===== config.mk =====
export PLATFORM = sky130hd
export DESIGN_NAME = cordic_out_stage
export DESIGN_NICKNAME = d
export VERILOG_FILES = /design/src/rtl/cordic_pkg.sv /design/src/rtl/cordic_out_fifo.sv /design/src/rtl/cordic_out_stage.sv
export SDC_FILE = /design/constraint.sdc
export NUM_CORES = 1
export LEC_CHECK = 0
export ABC_AREA = 0
export CAP_MARGIN = 10
export CELL_PAD_IN_SITES_DETAIL_PLACEMENT = 1
export CELL_PAD_IN_SITES_GLOBAL_PLACEMENT = 2
export CORE_MARGIN = 5
export CORE_UTILIZATION = 36
export DETAILED_ROUTE_END_ITERATION = 7
export GPL_ROUTABILITY_DRIVEN = 0
export PLACE_DENSITY = 0.71
export RECOVER_POWER = 100
export SYNTH_ARGS = -nofsm -noshare
export SYNTH_HDL_FRONTEND = slang
export SYNTH_HIERARCHICAL = 1
export SYNTH_SLANG_ARGS = --single-unit

===== constraint.sdc =====
create_clock -name clk -period 4.75 [get_ports clk]
set_input_delay 0.95 -clock clk [delete_from_list [all_inputs] [get_ports clk]]
set_output_delay 0.95 -clock clk [all_outputs]
set_load 0.05 [all_outputs]

===== src/rtl/cordic_pkg.sv =====
// Shared constants for the 6-iteration CORDIC rotator and its output stage:
// default widths, the arctangent LUT, and the gain-compensation shift list.
package cordic_pkg;

  localparam int DATA_W     = 16;
  localparam int PIPE_DEPTH = 5;
  localparam int N_ITER     = 6;

  // atan(2^-i) in Q8.8 degrees
  localparam logic [15:0] ANGLE_LUT [N_ITER] = '{
    16'h2D00, 16'h1A90, 16'h0E09, 16'h0720, 16'h0393, 16'h01CA
  };

  // K ~= 2^-1 + 2^-3 - 2^-6 - 2^-9 - 2^-12
  localparam int          GAIN_N            = 5;
  localparam int unsigned GAIN_SHIFT [GAIN_N] = '{1, 3, 6, 9, 12};
  localparam bit          GAIN_NEG   [GAIN_N] = '{1'b0, 1'b0, 1'b1, 1'b1, 1'b1};

endpackage


===== src/rtl/cordic_out_fifo.sv =====
// Synchronous FIFO with occupancy output and a registered head entry
// (no fall-through: a push into an empty FIFO is visible the next cycle).
module cordic_out_fifo #(
  parameter int WIDTH = 48,
  parameter int DEPTH = 4
) (
  input  logic                     clk,
  input  logic                     rst_n,
  input  logic                     push,
  input  logic [WIDTH-1:0]         din,
  input  logic                     ready,
  output logic                     valid,
  output logic [WIDTH-1:0]         dout,
  output logic [$clog2(DEPTH):0]   level
);

  localparam int AW = $clog2(DEPTH);
  localparam int LW = AW + 1;

  logic [WIDTH-1:0] mem [DEPTH];
  logic [AW-1:0]    wr_ptr, rd_ptr, rd_next;
  logic [LW-1:0]    count;
  logic [WIDTH-1:0] head;
  logic             pop;

  assign valid   = (count != '0);
  assign pop     = valid & ready;
  assign rd_next = rd_ptr + AW'(pop);
  assign dout    = head;
  assign level   = count;

  always_ff @(posedge clk) begin
    if (push) mem[wr_ptr] <= din;
  end

  // Head mirrors mem[rd_ptr]; when the incoming entry becomes the new head
  // it is taken straight from din because mem is written on the same edge.
  always_ff @(posedge clk) begin
    if (!rst_n) begin
      wr_ptr <= '0;
      rd_ptr <= '0;
      count  <= '0;
      head   <= '0;
    end else begin
      wr_ptr <= wr_ptr + AW'(push);
      rd_ptr <= rd_next;
      count  <= count + LW'(push) - LW'(pop);
      if (push && (wr_ptr == rd_next)) head <= din;
      else if (pop)                    head <= mem[rd_next];
    end
  end

endmodule


===== src/rtl/cordic_out_stage.sv =====
// CORDIC output stage: validity/negate tracking, gain compensation, quadrant
// correction and output FIFO. Define CORDIC_GAIN_COMP_EN to enable the gain step.
module cordic_out_stage
  import cordic_pkg::*;
#(
  parameter int DATA_W     = cordic_pkg::DATA_W,
  parameter int PIPE_DEPTH = cordic_pkg::PIPE_DEPTH,
  parameter int FIFO_DEPTH = 4
) (
  input  logic                        clk,
  input  logic                        rst_n,
  input  logic                        issue_valid,
  input  logic                        issue_neg,
  output logic                        issue_ready,
  output logic                        pipe_en,
  input  logic [DATA_W-1:0]           x_in,
  input  logic [DATA_W-1:0]           y_in,
  input  logic [DATA_W-1:0]           angle_in,
  output logic                        out_valid,
  input  logic                        out_ready,
  output logic [DATA_W-1:0]           cos_out,
  output logic [DATA_W-1:0]           sin_out,
  output logic [DATA_W-1:0]           res_out,
  output logic [$clog2(FIFO_DEPTH):0] fifo_level
);

  localparam int LVL_W = $clog2(FIFO_DEPTH) + 1;
  localparam int EXT_W = DATA_W + 2;

  logic [PIPE_DEPTH-1:0] vld, neg;
  logic [LVL_W-1:0]      level;
  logic                  push;
  logic [DATA_W-1:0]     cos_c, sin_c;

  function automatic logic [DATA_W-1:0] sat(input logic signed [EXT_W-1:0] v);
    if ((v[EXT_W-1:DATA_W-1] == '0) || (v[EXT_W-1:DATA_W-1] == '1))
      return v[DATA_W-1:0];
    else if (v[EXT_W-1])
      return {1'b1, {(DATA_W-1){1'b0}}};
    else
      return {1'b0, {(DATA_W-1){1'b1}}};
  endfunction

  function automatic logic [DATA_W-1:0] correct(input logic [DATA_W-1:0] v,
                                                input logic n);
    logic signed [EXT_W-1:0] ext, acc;
    logic [DATA_W-1:0]       g;
    ext = {{2{v[DATA_W-1]}}, v};
`ifdef CORDIC_GAIN_COMP_EN
    acc = '0;
    for (int unsigned i = 0; i < GAIN_N; i++) begin
      if (GAIN_NEG[i]) acc = acc - (ext >>> GAIN_SHIFT[i]);
      else             acc = acc + (ext >>> GAIN_SHIFT[i]);
    end
`else
    acc = ext;
`endif
    g = sat(acc);
    if (n) begin
      acc = -{{2{g[DATA_W-1]}}, g};
      return sat(acc);
    end
    return g;
  endfunction

  assign pipe_en     = (level < LVL_W'(FIFO_DEPTH));
  assign issue_ready = pipe_en;
  assign fifo_level  = level;
  assign push        = pipe_en & vld[PIPE_DEPTH-1];

  // Tracker shares the rotator's enable so tags stay aligned with its data.
  always_ff @(posedge clk) begin
    if (!rst_n) begin
      vld <= '0;
      neg <= '0;
    end else if (pipe_en) begin
      vld <= {vld[PIPE_DEPTH-2:0], issue_valid};
      neg <= {neg[PIPE_DEPTH-2:0], issue_neg};
    end
  end

  assign cos_c = correct(x_in, neg[PIPE_DEPTH-1]);
  assign sin_c = correct(y_in, neg[PIPE_DEPTH-1]);

  cordic_out_fifo #(
    .WIDTH (3 * DATA_W),
    .DEPTH (FIFO_DEPTH)
  ) u_fifo (
    .clk   (clk),
    .rst_n (rst_n),
    .push  (push),
    .din   ({cos_c, sin_c, angle_in}),
    .ready (out_ready),
    .valid (out_valid),
    .dout  ({cos_out, sin_out, res_out}),
    .level (level)
  );

endmodule


==> results of run 1 <==
cell families (layout without fill, tap and decap cells):
family,after synthesis,count (layout)
adder cells (fa/ha/maj),7,7
AO/OA/AOI/OAI,204,204
multiplexers,109,109
flip-flops,257,257
XOR/XNOR,6,6
AND/OR/NAND/NOR,185,185
buffers and inverters,70,192
metal layers:
layer	track usage, %	up-vias	routed length (µm)	part of all wire [%]
met1	21.1	3653	13100	48
met2	26.2	134	13200	48
met5	0	-	0	0
li1	-	3415	-	-
met3	1.83	29	943	3.4
met4	3.08	0	374	1.4
sequential cells by signal, indices dropped and copies added (netlist names):
register       cells
u_fifo/rd_ptr      2
neg                5
u_fifo/dout       48
u_fifo/mem       192
u_fifo/wr_ptr      2
u_fifo/level       3
vld                5
cell usage after synthesis (8+ instances only):
library cell,count
edfxtp_1,192
nand2_1,69
dfxtp_1,65
o21ai_0,52
a31oi_1,49
mux2_1,48
mux2_2,47
nor2_1,34
a22oi_2,30
clkbuf_1,28
a22oi_1,20
buf_2,15
inv_1,13
mux2i_1,13
nor3_1,13
nor2b_1,12
a21oi_1,10
nor4_1,9
a211oi_1,8
buf_6,8
power by group:
group | internal [W] | total (W) | leakage, nW | switching, W
clock | 0.00114 | 0.00197 | 0.409 | 0.000824
combinational | 0.000716 | 0.00204 | 1.79 | 0.00132
sequential | 0.00261 | 0.00275 | 2.26 | 0.000140
total | 0.00447 | 0.00675 | 4.46 | 0.00228
stage by stage:
stage               std cells  total power [W]
detailed placement       1306          0.00497
finish                   1356          0.00675
global route             1356          0.00708
CTS                      1356          0.00697
global placement         1306          0.00495
floorplan                 838          0.00425
worst min-delay path, cell delays in order (launching register included):
cell     delay, ns
dfxtp_1       0.31
nand2_1       0.05
a31oi_1       0.07
final cells by class:
class                           count  share of cell area, %
Inverter                           14                  0.390
Multi-Input combinational cell    511                   28.1
Clock buffer                       40                   5.84
Sequential cell                   257                   52.5
Timing Repair Buffer              128                   9.16
Clock inverter                     10                  0.381
Tap cell                          396                   3.68
cell usage in the layout, fill, tap and decap left out, types with 7 or more instances in the layout:
master,n
edfxtp_1,192
dlygate4sd3_1,74
nand2_1,69
dfxtp_1,64
o21ai_0,59
a31oi_1,49
mux2_1,49
mux2_2,46
nor2_1,34
clkdlybuf4s50_1,31
a22oi_2,30
clkbuf_16,29
a22oi_1,20
clkbuf_1,15
inv_1,14
nor3_1,14
mux2i_1,13
nor2b_1,12
buf_4,12
a21oi_1,10
nor4_1,9
a211oi_1,8
or3_1,7
how the worst max path moves through the flow:
stage                            end  slack, ns
floorplan           u_fifo/mem[1][0]       0.93
global placement     u_fifo/dout[35]       0.81
detailed placement   u_fifo/dout[35]       0.77
CTS                        out_valid       1.32
global route         u_fifo/dout[35]       0.52
finish               u_fifo/dout[34]       0.79
==> run metrics, run 1 <==
Post-Route Setup TNS 0 ns; HP Start u_fifo/dout[46]; fin crit share 83.3%; Min-Delay Endpoint u_fifo/dout[46]; site row count 64; RR Endpoint u_fifo/dout[38]; die area 34,800 µm²; Layout Skew 0.00825 ns; Clock Sinks 257; vias per cell 5.33; PD cells 501 nW/µm²; crit path max-delay cell type dlygate4sd3_1; Synth async-reset ratio 0%; CP Launch Type input port; XOR/XNOR Fraction of Synth Area 0.658%; Post-CTS Setup Inserts 0; crit path buf inv count 1; post-synthesis mux area share 10.9%; Worst-path clk slew 0.06 ns; number of synthesized flops with an enable pin 192; Core Util, Final 43.9%; origin of the critical flop-to-flop path u_fifo/level[2]; core area 30,700 µm²; synthesized area per cell 13.4 µm²; Fillers 3,187; H-tree levels 1; Num CTS Buffers 28; final hold violation count 0; pre-CTS setup slack 0.771 ns; router iterations before antenna repair 4; Critical Path Stages 8; I/O pin count 107; Die H 187 µm; vias post-DR 7,231; adder-cell share of the synthesized area 0.847%; Hold Buf Count CTS 0; effective utilization at floorplan 36.6%; critical path's top delay family simple AND/OR/NAND/NOR gates; critical path class input port to register; initial drt markers 239; antenna-violating nets left 0; vias in the first global route 7,633; top cell type's share of synthesized area 51.4%; largest net degree at the start of global routing 50; count of pins over their slew limit 131; largest family of logic cells by synthesized area compound AO/OA/AOI/OAI gates; placed cell areas 12,700 µm²; CP Data Required Time 5.16 ns; DRC violations left 0; compound-cell area share of the yosys netlist 13.2%; IO buf count 106; global-route usage over all layers 15.3%; # Max-Cap Violations 4; Hold Worst Slack 0.474 ns; layout cell share with drive strength beyond 1 15.0%; Mapped Cells 838; multi-input logic area 3790 µm²; WL final 27,600 µm; failing checks capacitance limit, slew limit; Hold Path Class register to register; CTS tree built; unrepaired setup endpoints after global routing no; Synth Area in Simple Gates 8.30%; Max Freq 253 MHz; max incr delay on CP 0.63 ns; post-synth cell types 66; worst skew pair latency 0.52 ns; element type at the critical path end register; dpl hpwl 17,400 µm; sequential area share after synthesis 63.0%; Critical Path Start x_in[9]; Synth Flop Type edfxtp_1; CP arrival 4.37 ns; initial antenna violation count 0; fin worst setup slack 0.794 ns; status complete, but fails checks; Clk Tree Root Cell clkbuf_16; Ys Warns 6; Syn Nets 898; min cycle time layout 3.96 ns; Die Wd 187 µm; R2R setup slack 0.85 ns; Max IR drop VDD 0.251 mV; grt total ovfl 0; leakage power 4.46 nW; worst r2r path cells 8; first-pass GRT wire length 43,700 µm; CP max FO 7; drt wl/cell 20.3 µm; worst-margin pin slew 2.83 ns; Setup violations, final 0; Cell Area, Synth 11,200 µm²; Clock Path Buffers 3; final net count 1,000; synthesis-to-layout area growth 20.0%; #FFs+latches synth 257; Rel. slew slack -88.8%; post-CTS resize count 0; register area 7070 µm²; Design Area, Final 13,500 µm²; area leader, netlist edfxtp_1; # diodes 0; CP cell instances dlygate4sd3_1 -> or4_4 -> or4_1 -> nor2_1 -> nand2_2 -> a311oi_1 -> o21ai_0 -> a31oi_1; Area contributors post-synth edfxtp_1 51%, dfxtp_1 12%, mux2_1 4.8%; worst hold path depth 2
Note: power is estimated with default switching activity, not from simulation.
==> inputs of run 2 (changes only) <==
- clock period: 4.75 -> 3.44 ns (I/O delays scaled with it)
==> run metrics, run 2 (synthesis gave the netlist of run 1 again) <==
antenna-violating nets left 0 (unchanged); IO buf count 106 (unchanged); register area 7070 µm² (unchanged); min cycle time layout 3.09 ns; multi-input logic area 3790 µm² (unchanged); worst-margin pin slew 1.57 ns (was 2.83 ns); Die H 187 µm (unchanged); initial drt markers 287 (was 239); synthesis-to-layout area growth 22.8% (was 20.0%); dpl hpwl 18,600 µm (was 17,400 µm); fin worst setup slack 0.351 ns (was 0.794 ns); Clock Path Buffers 3 (unchanged); Worst-path clk slew 0.06 ns (about the same); Max IR drop VDD 0.396 mV (was 0.251 mV); final net count 1,045 (was 1,000); Layout Skew 0.00602 ns (was 0.00825 ns); Power, Total 0.00939 W (was 0.00675 W); I/O pin count 107 (unchanged); router iterations before antenna repair 4 (unchanged); final hold violation count 0 (unchanged); # diodes 0 (unchanged); layout cell share with drive strength beyond 1 16.4% (was 15.0%); Setup violations, final 0 (unchanged); H-tree levels 1 (unchanged); most common cell after layout, fill and taps aside edfxtp_1 (unchanged); max incr delay on CP 0.94 ns (was 0.63 ns); CP Launch Type register (was input port); largest net degree at the start of global routing 49 (was 50); Hold Path Class register to register (unchanged); Clock Sinks 257 (unchanged); # Max-Cap Violations 2 (was 4); effective utilization at floorplan 36.6% (unchanged); CP arrival 3.26 ns (was 4.37 ns); WL final 28,200 µm (was 27,600 µm); worst skew pair latency 0.53 ns (was 0.52 ns); pre-CTS setup slack -0.0986 ns (was 0.771 ns); CTS tree built (unchanged); placed cell areas 13,100 µm² (was 12,700 µm²); Die Wd 187 µm (unchanged); crit path max-delay cell type and3_1 (was dlygate4sd3_1); Num CTS Buffers 28 (unchanged); Fillers 3,203 (was 3,187); first-pass GRT wire length 44,600 µm (was 43,700 µm); Max Freq 324 MHz; vias in the first global route 7,866 (was 7,633); site row count 64 (unchanged); max reg flops 192 (unchanged); PD cells 681 nW/µm² (was 501 nW/µm²); Design Area, Final 13,800 µm² (was 13,500 µm²); CP cell instances buf_4 -> nor2b_1 -> and3_1 -> clkbuf_4 (was dlygate4sd3_1 -> or4_4 -> or4_1 -> nor2_1 -> nand2_2 -> a311oi_1 -> o21ai_0 -> a31oi_1); critical path's top delay family simple AND/OR/NAND/NOR gates (unchanged); CP Data Required Time 3.61 ns (was 5.16 ns); count of pins over their slew limit 46 (was 131); fin crit share 89.8%; Post-Route Setup TNS 0 ns (unchanged); CP max FO 31 (was 7); element type at the critical path end register (unchanged); Hold Buf Count CTS 0 (unchanged); critical path class register to register (was input port to register); initial antenna violation count 0 (unchanged); Clk Tree Root Cell clkbuf_16 (unchanged); status complete, but fails checks (unchanged); Rel. slew slack -4.55% (was -88.8%); grt total ovfl 0 (unchanged); crit path buf inv count 2 (was 1); unrepaired setup endpoints after global routing no (unchanged); drt wl/cell 20.2 µm (was 20.3 µm); vias per cell 5.28 (was 5.33); Post-CTS Setup Inserts 0 (unchanged); DRC violations left 0 (unchanged); most frequent cells in the layout 192 x edfxtp_1, 73 x dlygate4sd3_1, 69 x nand2_1 (was 192 x edfxtp_1, 74 x dlygate4sd3_1, 69 x nand2_1); failing checks capacitance limit, slew limit (unchanged); core area 30,700 µm² (unchanged); die area 34,800 µm² (unchanged); Hold Worst Slack 0.469 ns (was 0.474 ns); global-route usage over all layers 15.7% (was 15.3%); leakage power 4.63 nW (was 4.46 nW); Top reg by flops u_fifo/mem (unchanged); vias post-DR 7,395 (was 7,231); post-CTS resize count 0 (unchanged)
-- run 2: changes by cell type in the layout (fill, tap and decap cells not counted), sizes merged --
cell and delta:
clkinv +3, dlygate4sd3 -1, clkbuf +23, buf +19
inv -1, clkdlybuf4s50 +1
-- run 2: path summary, 6_finish.rpt --
check                                startpoint                end  slack [ns]  cells after the start
worst max-delay path            u_fifo/level[2]  u_fifo/mem[3][28]        0.35                      4
worst min register to register   u_fifo/dout[5]     u_fifo/dout[5]        0.47                      2
worst max register to register  u_fifo/level[2]  u_fifo/mem[3][28]        0.35                      4
worst min-delay path             u_fifo/dout[5]     u_fifo/dout[5]        0.47                      2
-- run 2: worst reg2reg max path: cells and delay by family (launching register included) --
family / cells / cell delay [ns]
AND/OR/NAND/NOR: 2 / 1.50
buffers and inverters: 2 / 0.91
flip-flops: 1 / 0.31
-- run 2: metal layers --
layer,wire (µm),GRT usage (%)
met2,13300,26.1
met4,375,3.62
met5,0,0
met1,13400,22.1
met3,1120,2.19
-- run 2: area by class of cell --
cell class / instances / area share, %
clock inverter: 12 / 0.399
clock buffer: 37 / 5.70
multi-input combinational: 511 / 27.5
sequential: 257 / 51.3
timing repair buffer: 173 / 11.2
inverter: 14 / 0.381
tap: 396 / 3.59
-- run 2: through the flow --
step                      utilization, %  std cells
after floorplan                        -        838
after global placement              42.8       1351
after detailed placement            42.8       1351
after CTS                           45.5       1400
after global routing                45.0       1400
final                               45.0       1400
-- run 2: where the power goes --
group | switching [W] | internal [W]
clock | 0.00114 | 0.00159
sequential | 0.000155 | 0.00360
combinational | 0.00187 | 0.00104
